$ cat src/rtl/aux_reply_decoder_mb.sv
// Purpose : parses one AUX reply burst (header byte, then data bytes) from the BDI,
//           decodes mode/ACK, streams data with an index and checks burst length.
// Latency : 1 clk from an input byte to every output; no backpressure (BDI cannot stall).
//
// Ports:
//   clk, rst_n                   clock and asynchronous active-low reset
//   bdi_aux_in / _vld            reply byte stream; vld high for the whole burst
//   aux_ctrl_i2c_native          mode (0 native, 1 I2C-over-AUX), sampled on header
//   aux_ctrl_exp_len             expected data-byte count, sampled on header
//   reply_ack / reply_ack_vld    decoded ACK field, pulse when the header is decoded
//   reply_hdr_err                header low nibble nonzero (only with the option below)
//   reply_dec_i2c_native         latched mode, held for the reply
//   reply_data / _vld / _idx     forwarded data byte, its strobe and 0-based index
//   reply_done                   end-of-reply pulse; reply_byte_cnt / reply_len_err valid with it
//   reply_ovf                    sticky: bytes beyond MAX_BYTES were dropped
//
// Optional build macro AUX_REPLY_DEC_HDR_CHK_EN: require header bits [3:0] == 0; a
// violating reply raises reply_hdr_err and has all of its data bytes suppressed.
module aux_reply_decoder_mb #(
  parameter int DATA_W    = 8,
  parameter int MAX_BYTES = 16,
  parameter int CNT_W     = 5
) (
  input  logic              clk,
  input  logic              rst_n,
  input  logic [DATA_W-1:0] bdi_aux_in,
  input  logic              bdi_aux_in_vld,
  input  logic              aux_ctrl_i2c_native,
  input  logic [CNT_W-1:0]  aux_ctrl_exp_len,
  output logic [1:0]        reply_ack,
  output logic              reply_ack_vld,
`ifdef AUX_REPLY_DEC_HDR_CHK_EN
  output logic              reply_hdr_err,
`endif
  output logic              reply_dec_i2c_native,
  output logic [DATA_W-1:0] reply_data,
  output logic              reply_data_vld,
  output logic [CNT_W-1:0]  reply_data_idx,
  output logic              reply_done,
  output logic [CNT_W-1:0]  reply_byte_cnt,
  output logic              reply_len_err,
  output logic              reply_ovf
);

  localparam logic [CNT_W-1:0] MAX_CNT = CNT_W'(MAX_BYTES);
  localparam logic [CNT_W-1:0] ONE     = CNT_W'(1);

  typedef enum logic [1:0] {
    IDLE = 2'd0,
    DATA = 2'd1,
    DONE = 2'd2
  } state_t;

  state_t state_q, state_d;

  logic [1:0]        ack_q, ack_d;
  logic              ack_vld_q, ack_vld_d;
  logic              i2c_q, i2c_d;
  logic [CNT_W-1:0]  exp_len_q, exp_len_d;
  logic [CNT_W-1:0]  cnt_q, cnt_d;
  logic [DATA_W-1:0] data_q, data_d;
  logic              data_vld_q, data_vld_d;
  logic [CNT_W-1:0]  idx_q, idx_d;
  logic              done_q, done_d;
  logic [CNT_W-1:0]  byte_cnt_q, byte_cnt_d;
  logic              len_err_q, len_err_d;
  logic              ovf_q, ovf_d;
  logic              hdr_take;

`ifdef AUX_REPLY_DEC_HDR_CHK_EN
  logic hdr_bad_q, hdr_bad_d;
  logic hdr_err_q, hdr_err_d;
`else
  // Without header checking no reply is ever marked bad.
  logic hdr_bad_q;
  assign hdr_bad_q = 1'b0;
`endif

  // A header can be taken in IDLE or in the DONE cycle (back-to-back replies).
  assign hdr_take = bdi_aux_in_vld && ((state_q == IDLE) || (state_q == DONE));

  always_comb begin
    state_d    = state_q;
    ack_d      = ack_q;
    ack_vld_d  = 1'b0;
    i2c_d      = i2c_q;
    exp_len_d  = exp_len_q;
    cnt_d      = cnt_q;
    data_d     = '0;
    data_vld_d = 1'b0;
    idx_d      = '0;
    done_d     = 1'b0;
    byte_cnt_d = '0;
    len_err_d  = 1'b0;
    ovf_d      = ovf_q;
`ifdef AUX_REPLY_DEC_HDR_CHK_EN
    hdr_bad_d  = hdr_bad_q;
    hdr_err_d  = 1'b0;
`endif

    case (state_q)
      IDLE: begin
        // Header handling is shared with DONE below.
      end

      DATA: begin
        if (bdi_aux_in_vld) begin
          if (hdr_bad_q) begin
            // Reply with a malformed header: swallow its data entirely.
          end else if (cnt_q < MAX_CNT) begin
            data_d     = bdi_aux_in;
            data_vld_d = 1'b1;
            idx_d      = cnt_q;
            cnt_d      = cnt_q + ONE;
          end else begin
            // Count saturates at MAX_BYTES, which keeps ovf => byte_cnt == MAX_BYTES.
            ovf_d = 1'b1;
          end
        end else begin
          state_d    = DONE;
          done_d     = 1'b1;
          byte_cnt_d = cnt_q;
          // Only an ACKed reply has a meaningful length to check.
          len_err_d  = (ack_q == 2'b00) && !hdr_bad_q && (cnt_q != exp_len_q);
        end
      end

      DONE: begin
        state_d = IDLE;
        ack_d   = 2'b00;
        i2c_d   = 1'b0;
      end

      default: begin
        state_d = IDLE;
      end
    endcase

    // A new header overrides the clearing done on leaving DONE.
    if (hdr_take) begin
      state_d   = DATA;
      ack_d     = aux_ctrl_i2c_native ? bdi_aux_in[7:6] : bdi_aux_in[5:4];
      ack_vld_d = 1'b1;
      i2c_d     = aux_ctrl_i2c_native;
      exp_len_d = aux_ctrl_exp_len;
      cnt_d     = '0;
      ovf_d     = 1'b0;
`ifdef AUX_REPLY_DEC_HDR_CHK_EN
      hdr_bad_d = |bdi_aux_in[3:0];
      hdr_err_d = |bdi_aux_in[3:0];
`endif
    end
  end

  always_ff @(posedge clk or negedge rst_n) begin
    if (!rst_n) begin
      state_q <= IDLE;
    end else begin
      state_q <= state_d;
    end
  end

  always_ff @(posedge clk or negedge rst_n) begin
    if (!rst_n) begin
      ack_q      <= 2'b00;
      ack_vld_q  <= 1'b0;
      i2c_q      <= 1'b0;
      exp_len_q  <= '0;
      cnt_q      <= '0;
      data_q     <= '0;
      data_vld_q <= 1'b0;
      idx_q      <= '0;
      done_q     <= 1'b0;
      byte_cnt_q <= '0;
      len_err_q  <= 1'b0;
      ovf_q      <= 1'b0;
`ifdef AUX_REPLY_DEC_HDR_CHK_EN
      hdr_bad_q  <= 1'b0;
      hdr_err_q  <= 1'b0;
`endif
    end else begin
      ack_q      <= ack_d;
      ack_vld_q  <= ack_vld_d;
      i2c_q      <= i2c_d;
      exp_len_q  <= exp_len_d;
      cnt_q      <= cnt_d;
      data_q     <= data_d;
      data_vld_q <= data_vld_d;
      idx_q      <= idx_d;
      done_q     <= done_d;
      byte_cnt_q <= byte_cnt_d;
      len_err_q  <= len_err_d;
      ovf_q      <= ovf_d;
`ifdef AUX_REPLY_DEC_HDR_CHK_EN
      hdr_bad_q  <= hdr_bad_d;
      hdr_err_q  <= hdr_err_d;
`endif
    end
  end

  assign reply_ack            = ack_q;
  assign reply_ack_vld        = ack_vld_q;
  assign reply_dec_i2c_native = i2c_q;
  assign reply_data           = data_q;
  assign reply_data_vld       = data_vld_q;
  assign reply_data_idx       = idx_q;
  assign reply_done           = done_q;
  assign reply_byte_cnt       = byte_cnt_q;
  assign reply_len_err        = len_err_q;
  assign reply_ovf            = ovf_q;
`ifdef AUX_REPLY_DEC_HDR_CHK_EN
  assign reply_hdr_err        = hdr_err_q;
`endif

endmodule

$ cat config.mk
export PLATFORM = sky130hd
export DESIGN_NAME = aux_reply_decoder_mb
export DESIGN_NICKNAME = d
export VERILOG_FILES = /design/src/rtl/aux_reply_decoder_mb.sv
export SDC_FILE = /design/constraint.sdc
export NUM_CORES = 1
export LEC_CHECK = 0
export ABC_AREA = 1
export ABC_CLOCK_PERIOD_IN_PS = 1500
export BUFFER_PORTS_ARGS = -buffer_cell sky130_fd_sc_hd__buf_2
export CAP_MARGIN = 10
export CORE_UTILIZATION = 49
export CTS_CLUSTER_SIZE = 40
export DETAILED_ROUTE_END_ITERATION = 8
export PLACE_DENSITY = 0.77
export SETUP_SLACK_MARGIN = 0.05
export SKIP_LAST_GASP = 1
export SLEW_MARGIN = 20
export SYNTH_ARGS = -nofsm -noshare
export SYNTH_HDL_FRONTEND = slang
export SYNTH_SLANG_ARGS = --single-unit
export TNS_END_PERCENT = 100
$ cat constraint.sdc
create_clock -name clk -period 1.5 [get_ports clk]
set_input_delay 0.15 -clock clk [delete_from_list [all_inputs] [get_ports clk]]
set_output_delay 0.15 -clock clk [all_outputs]
set_load 0.03 [all_outputs]
## After elaboration in Yosys (flattened, before gate mapping)

Index checks and enable logic that the tools add are counted.

- Flip-flop bits (word level): 38
- Input bits: 17
- Output and inout port bits: 26

- Add/sub/neg operators: 1
- Order comparisons: 1
- Equality and inequality tests: 6
- Multiplexer cells: 32
- Reductions and logical operators: 12

Operators with widths:

| operator | count |
|---|---|
| 5-bit 2-to-1 mux | 9 |
| 8-bit 2-to-1 mux | 3 |
| 1-bit 2-to-1 mux | 14 |
| 2-bit 2-to-1 mux | 5 |
| 2-bit nonzero test | 4 |
| 3-bit AND reduction | 2 |
| 5-bit by 1-bit adder with 5-bit output (second input constant) | 1 |
| 5-bit less-than comparator (second input constant) | 1 |
| 5-bit != test | 1 |
| 2-bit zero test | 2 |
| 2-bit != test (second input constant) | 2 |
| 2-bit one-hot mux with 2 select lines | 1 |
| 3-bit != test (second input constant) | 1 |
| 2-bit by 1-bit equality test with 1-bit output (second input constant) | 1 |
| 2-bit equality test (second input constant) | 1 |
| 1-bit logical AND | 2 |
| 2-bit AND reduction | 1 |
| 1-bit logical OR | 1 |

## Logic depth before layout (Yosys ltp)

- Depth in word-level cells: 5
- Gate-level depth with buffers: 7
- Mapped depth without buffers: 7

## Least setup slack after synthesis

OpenSTA, ideal clock, no wires.

- Path kind: register to register
- Start: register state_q[1]
- End: register idx_q[0], in the netlist reply_data_idx[0]
- Setup time: 71 ps
- Arrival time: 984 ps
- Data required time: 1429 ps
- Setup slack: 445 ps
- Cell stages (with the launch flop): 7
- Clock period less this slack: 1055 ps
- Cells stage by stage: dfrtp_1 -> nor2_2 -> nand2_2 -> inv_2 -> nand2_2 -> buf_6 -> nor2_1

- Longest elaborated chain between the ends: 2

RTL lines:

| element | line | text |
|---|---|---|
| start, declared | 54 | `state_t state_q, state_d;` |
| start signal, assigned | 159 | `state_q <= state_d;` |
| 2-bit by 1-bit equality test with 1-bit output | 101 | `case (state_q)` |
| 5-bit 2-to-1 mux | 101 |  |
| named net idx_d[0] | 63 | `logic [CNT_W-1:0] idx_q, idx_d;` |
| end signal, assigned | 189 | `idx_q <= idx_d;` |
| end, declared | 63 |  |

The timed path passes the listed nets, and every way through them passes these cells.
A chain may end at the register's enable or synchronous reset.

## Worst setup path after layout

- Start: register state_q[0]
- End: register cnt_q[4]

- Longest elaborated chain between the ends: 5
- Elaborated cells between the ends (all ways): 10
- Classes of those cells: eq/ne (2); mux (1); reduce/logical (7)

RTL lines:

| element | line | text |
|---|---|---|
| 2-bit equality test / 2-bit zero test (equally long branches) | 80 | `assign hdr_take = bdi_aux_in_vld && ((state_q == IDLE) \|\| (state_q == DONE));` |
| 1-bit logical OR | 80 |  |
| 1-bit logical AND | 80 |  |
| 2-bit nonzero test (no source line) | -- |  |
| 3-bit AND reduction (no source line) | -- |  |
| end signal, assigned | 186 | `cnt_q <= cnt_d;` |
| end, declared | 60 | `logic [CNT_W-1:0] cnt_q, cnt_d;` |

Parallel ways exist; a longest one is shown, timed or not.

==> reports/qor.txt <==
status: complete, no violations
Crit path largest cell delay: 440 ps
Port Buf Inserts: 41
Starting Density: 51.6%
number of synthesized flops with an enable pin: 0
HPWL Detailed: 1.84 mm
vias in the first global route: 1067
Ports: 43
synth top area cells: dfrtp_1, nand2_1, nor2_1, inv_1, o21ai_0
nets: 214
Clk Latency, worst-skew pair: 330 ps
DIE AREA: 0.00313 mm^2
period utilization: 86.9%
crit path time final: 1300 ps
#FFs+latches synth: 37
dominant cell type by area after synthesis: dfrtp_1
drt first-iter violations: 28
Detail Route Antenna Nets: 0
Leak: 1.04 nW
largest net degree at the start of global routing: 38
GP Congestion: 0.819
Core Area: 0.00276 mm^2
RSZ-0062 raised after global routing: false
Commonest cells post-synth: dfrtp_1, nand2_1, nor2_1
cell breakdown of the critical path: inv_1 -> nand2_2 -> inv_1 -> o21ai_0
worst-path fanout max: 13
YS warnings: 0
Clock Skew: 2.29 ps
distinct cell type count after synthesis: 20
post-synthesis instance total: 148
Antenna diodes: 0
Placed Area: 0.00166 mm^2
initial antenna violation count: 0
root buffer cell: clkbuf_4
DR pass1 iterations: 4
Fmax achieved: 768 MHz
Cell Pwr Density: 1280 mW/mm^2
fraction of registers with async set/reset: 100%
GRT Overall Usage: 19.2%
Hold Crit Class: input pin to flop
TNS Setup: 0 ps
final hold viol count: 0
Yosys top cell area share: 65.0%
Die Wd: 55.9 um
clock buffer depth: 2
most common cell in the netlist: dfrtp_1
final worst slack: 197 ps
share of layout cells above drive strength 1: 27.9%
CP most frequent cell: inv_1
required time of the critical path: 1710 ps
Fill cells: 241
Peak VDD IR: 972 uV
Final Slew Violations: 0
vias per inst: 4.82
WL/cell: 11.2 um
first-pass GRT wire length: 4.57 mm
Syn Area/Cell: 9.62 um^2
detailed-route wire length: 2.56 mm
worst slack at placement: 121 ps
DR DRC count: 0
Mapped Area: 0.00142 mm^2
Num CTS Buffers: 5
Cell Rows: 19
post-layout util: 65.0%
Main synth FF type: dfrtp_1
DR vias: 1098
Layout area overhead: 25.8%
clock sink total: 37
total gr overflow: 0
CP Capture Type: flop
sequential area share after synthesis: 65.0%
Worst setup SP type: flop
Post-Synthesis Net Count: 166
Clock H-tree levels: 2
Slowest-stage cell, CP: dfrtp_1
max cap viols: 0
post-CTS setup buffers: 0
CP Class: flop to flop
final instance area: 0.00179 mm^2
Final setup viols: 0
CP arrival: 1520 ps
CTS tree: done
Clk pin slew, worst setup/hold paths: 100 ps
Die Y: 55.9 um
final timing paths:
path,startpoint,end,slack [ps],depth (start not counted)
min,bdi_aux_in[0],reply_data[0],10,3
max reg2reg,state_q[0],cnt_q[4],200,4
max in group asynchronous,rst_n,exp_len_q[0],1030,3
max,state_q[0],cnt_q[4],200,4
min reg2reg,exp_len_q[1],exp_len_q[1],520,2
min in group asynchronous,rst_n,reply_ack[0],290,3
metrics by stage:
stage / total power (W) / hold slack (ps) / instances
after detailed placement: 0.00148 / 129 / 217
final: 0.00230 / 11.5 / 228
after global routing: 0.00242 / 6.94 / 228
after global placement: 0.00147 / 124 / 217
after floorplan: 0.00137 / -146 / 148
after CTS: 0.00232 / 0.101 / 228
critical path, delay by kind of cell (launching register included):
kind	cells	cell delay [ps]
buf+inv	2	440
flops	1	440
compound gates	1	140
simple gates	1	170
cell families after synthesis:
family / Yosys count / share of synthesized area (%)
adders and majority gates: 1 / 0.879
DFF: 37 / 65.0
AOI/OAI and AO/OA: 15 / 5.36
other: 1 / 0.263
buffers and inverters: 27 / 8.26
and+or+nand+nor: 64 / 18.4
xor gates and xnor gates: 3 / 1.85
layout make-up:
type | count | area, um^2 | area share [%]
timing repair buffer | 45 | 255 | 14.2
clock inverter | 3 | 65.1 | 3.63
tap | 31 | 38.8 | 2.16
inverter | 23 | 86.3 | 4.82
clock buffer | 5 | 37.5 | 2.09
sequential | 37 | 926 | 51.7
multi-input combinational | 84 | 383 | 21.4
where the power goes:
part	internal [W]	switching [W]	total (W)
Clock	0.000516	0.000313	0.000829
Combinational	0.000119	0.000227	0.000346
Sequential	0.00107	0.0000518	0.00112
Total	0.00171	0.000592	0.00230
what timing repair did:
action | in CTS | in global routing
hold endpoints to repair | 39 | 0
hold buffers | 3 | 0
endpoints found under the setup margin | 0 | 8
resized for setup | 0 | 1
metal layers:
| metal | GRT usage, % | wire [um] | share of wire [%] | up-vias |
|---|---|---|---|---|
| li1 | - | - | - | 546 |
| met1 | 24.0 | 1110 | 43 | 510 |
| met2 | 31.5 | 1230 | 48 | 37 |
| met3 | 5.35 | 180 | 7.0 | 5 |
| met4 | 8.36 | 44 | 1.7 | 0 |
| met5 | 0 | 0 | 0 | - |
flip-flops by register name, indices dropped and copies added (netlist names):
| signal | cells |
|---|---|
| cnt_q | 5 |
| exp_len_q | 5 |
| reply_ack | 2 |
| reply_ack_vld | 1 |
| reply_byte_cnt | 5 |
| reply_data | 8 |
| reply_data_idx | 4 |
| reply_data_vld | 1 |
| reply_dec_i2c_native | 1 |
| reply_done | 1 |
| reply_len_err | 1 |
| reply_ovf | 1 |
| state_q | 2 |
placed cells by master (no fill, tap or decap), types with 2 or more instances in the layout:
cell type,netlist,layout
dfrtp_1,37,37
nand3_1,5,5
clkbuf_4,0,5
bufinv_16,0,2
xnor2_1,3,3
nor3_1,2,2
inv_1,22,22
nand2_1,26,25
nand2_2,2,3
nor2_1,26,26
a21oi_1,5,5
o21ai_0,9,9
buf_2,1,41
dlygate4sd3_1,0,3
No activity file was read; power rests on OpenSTA's default activity.
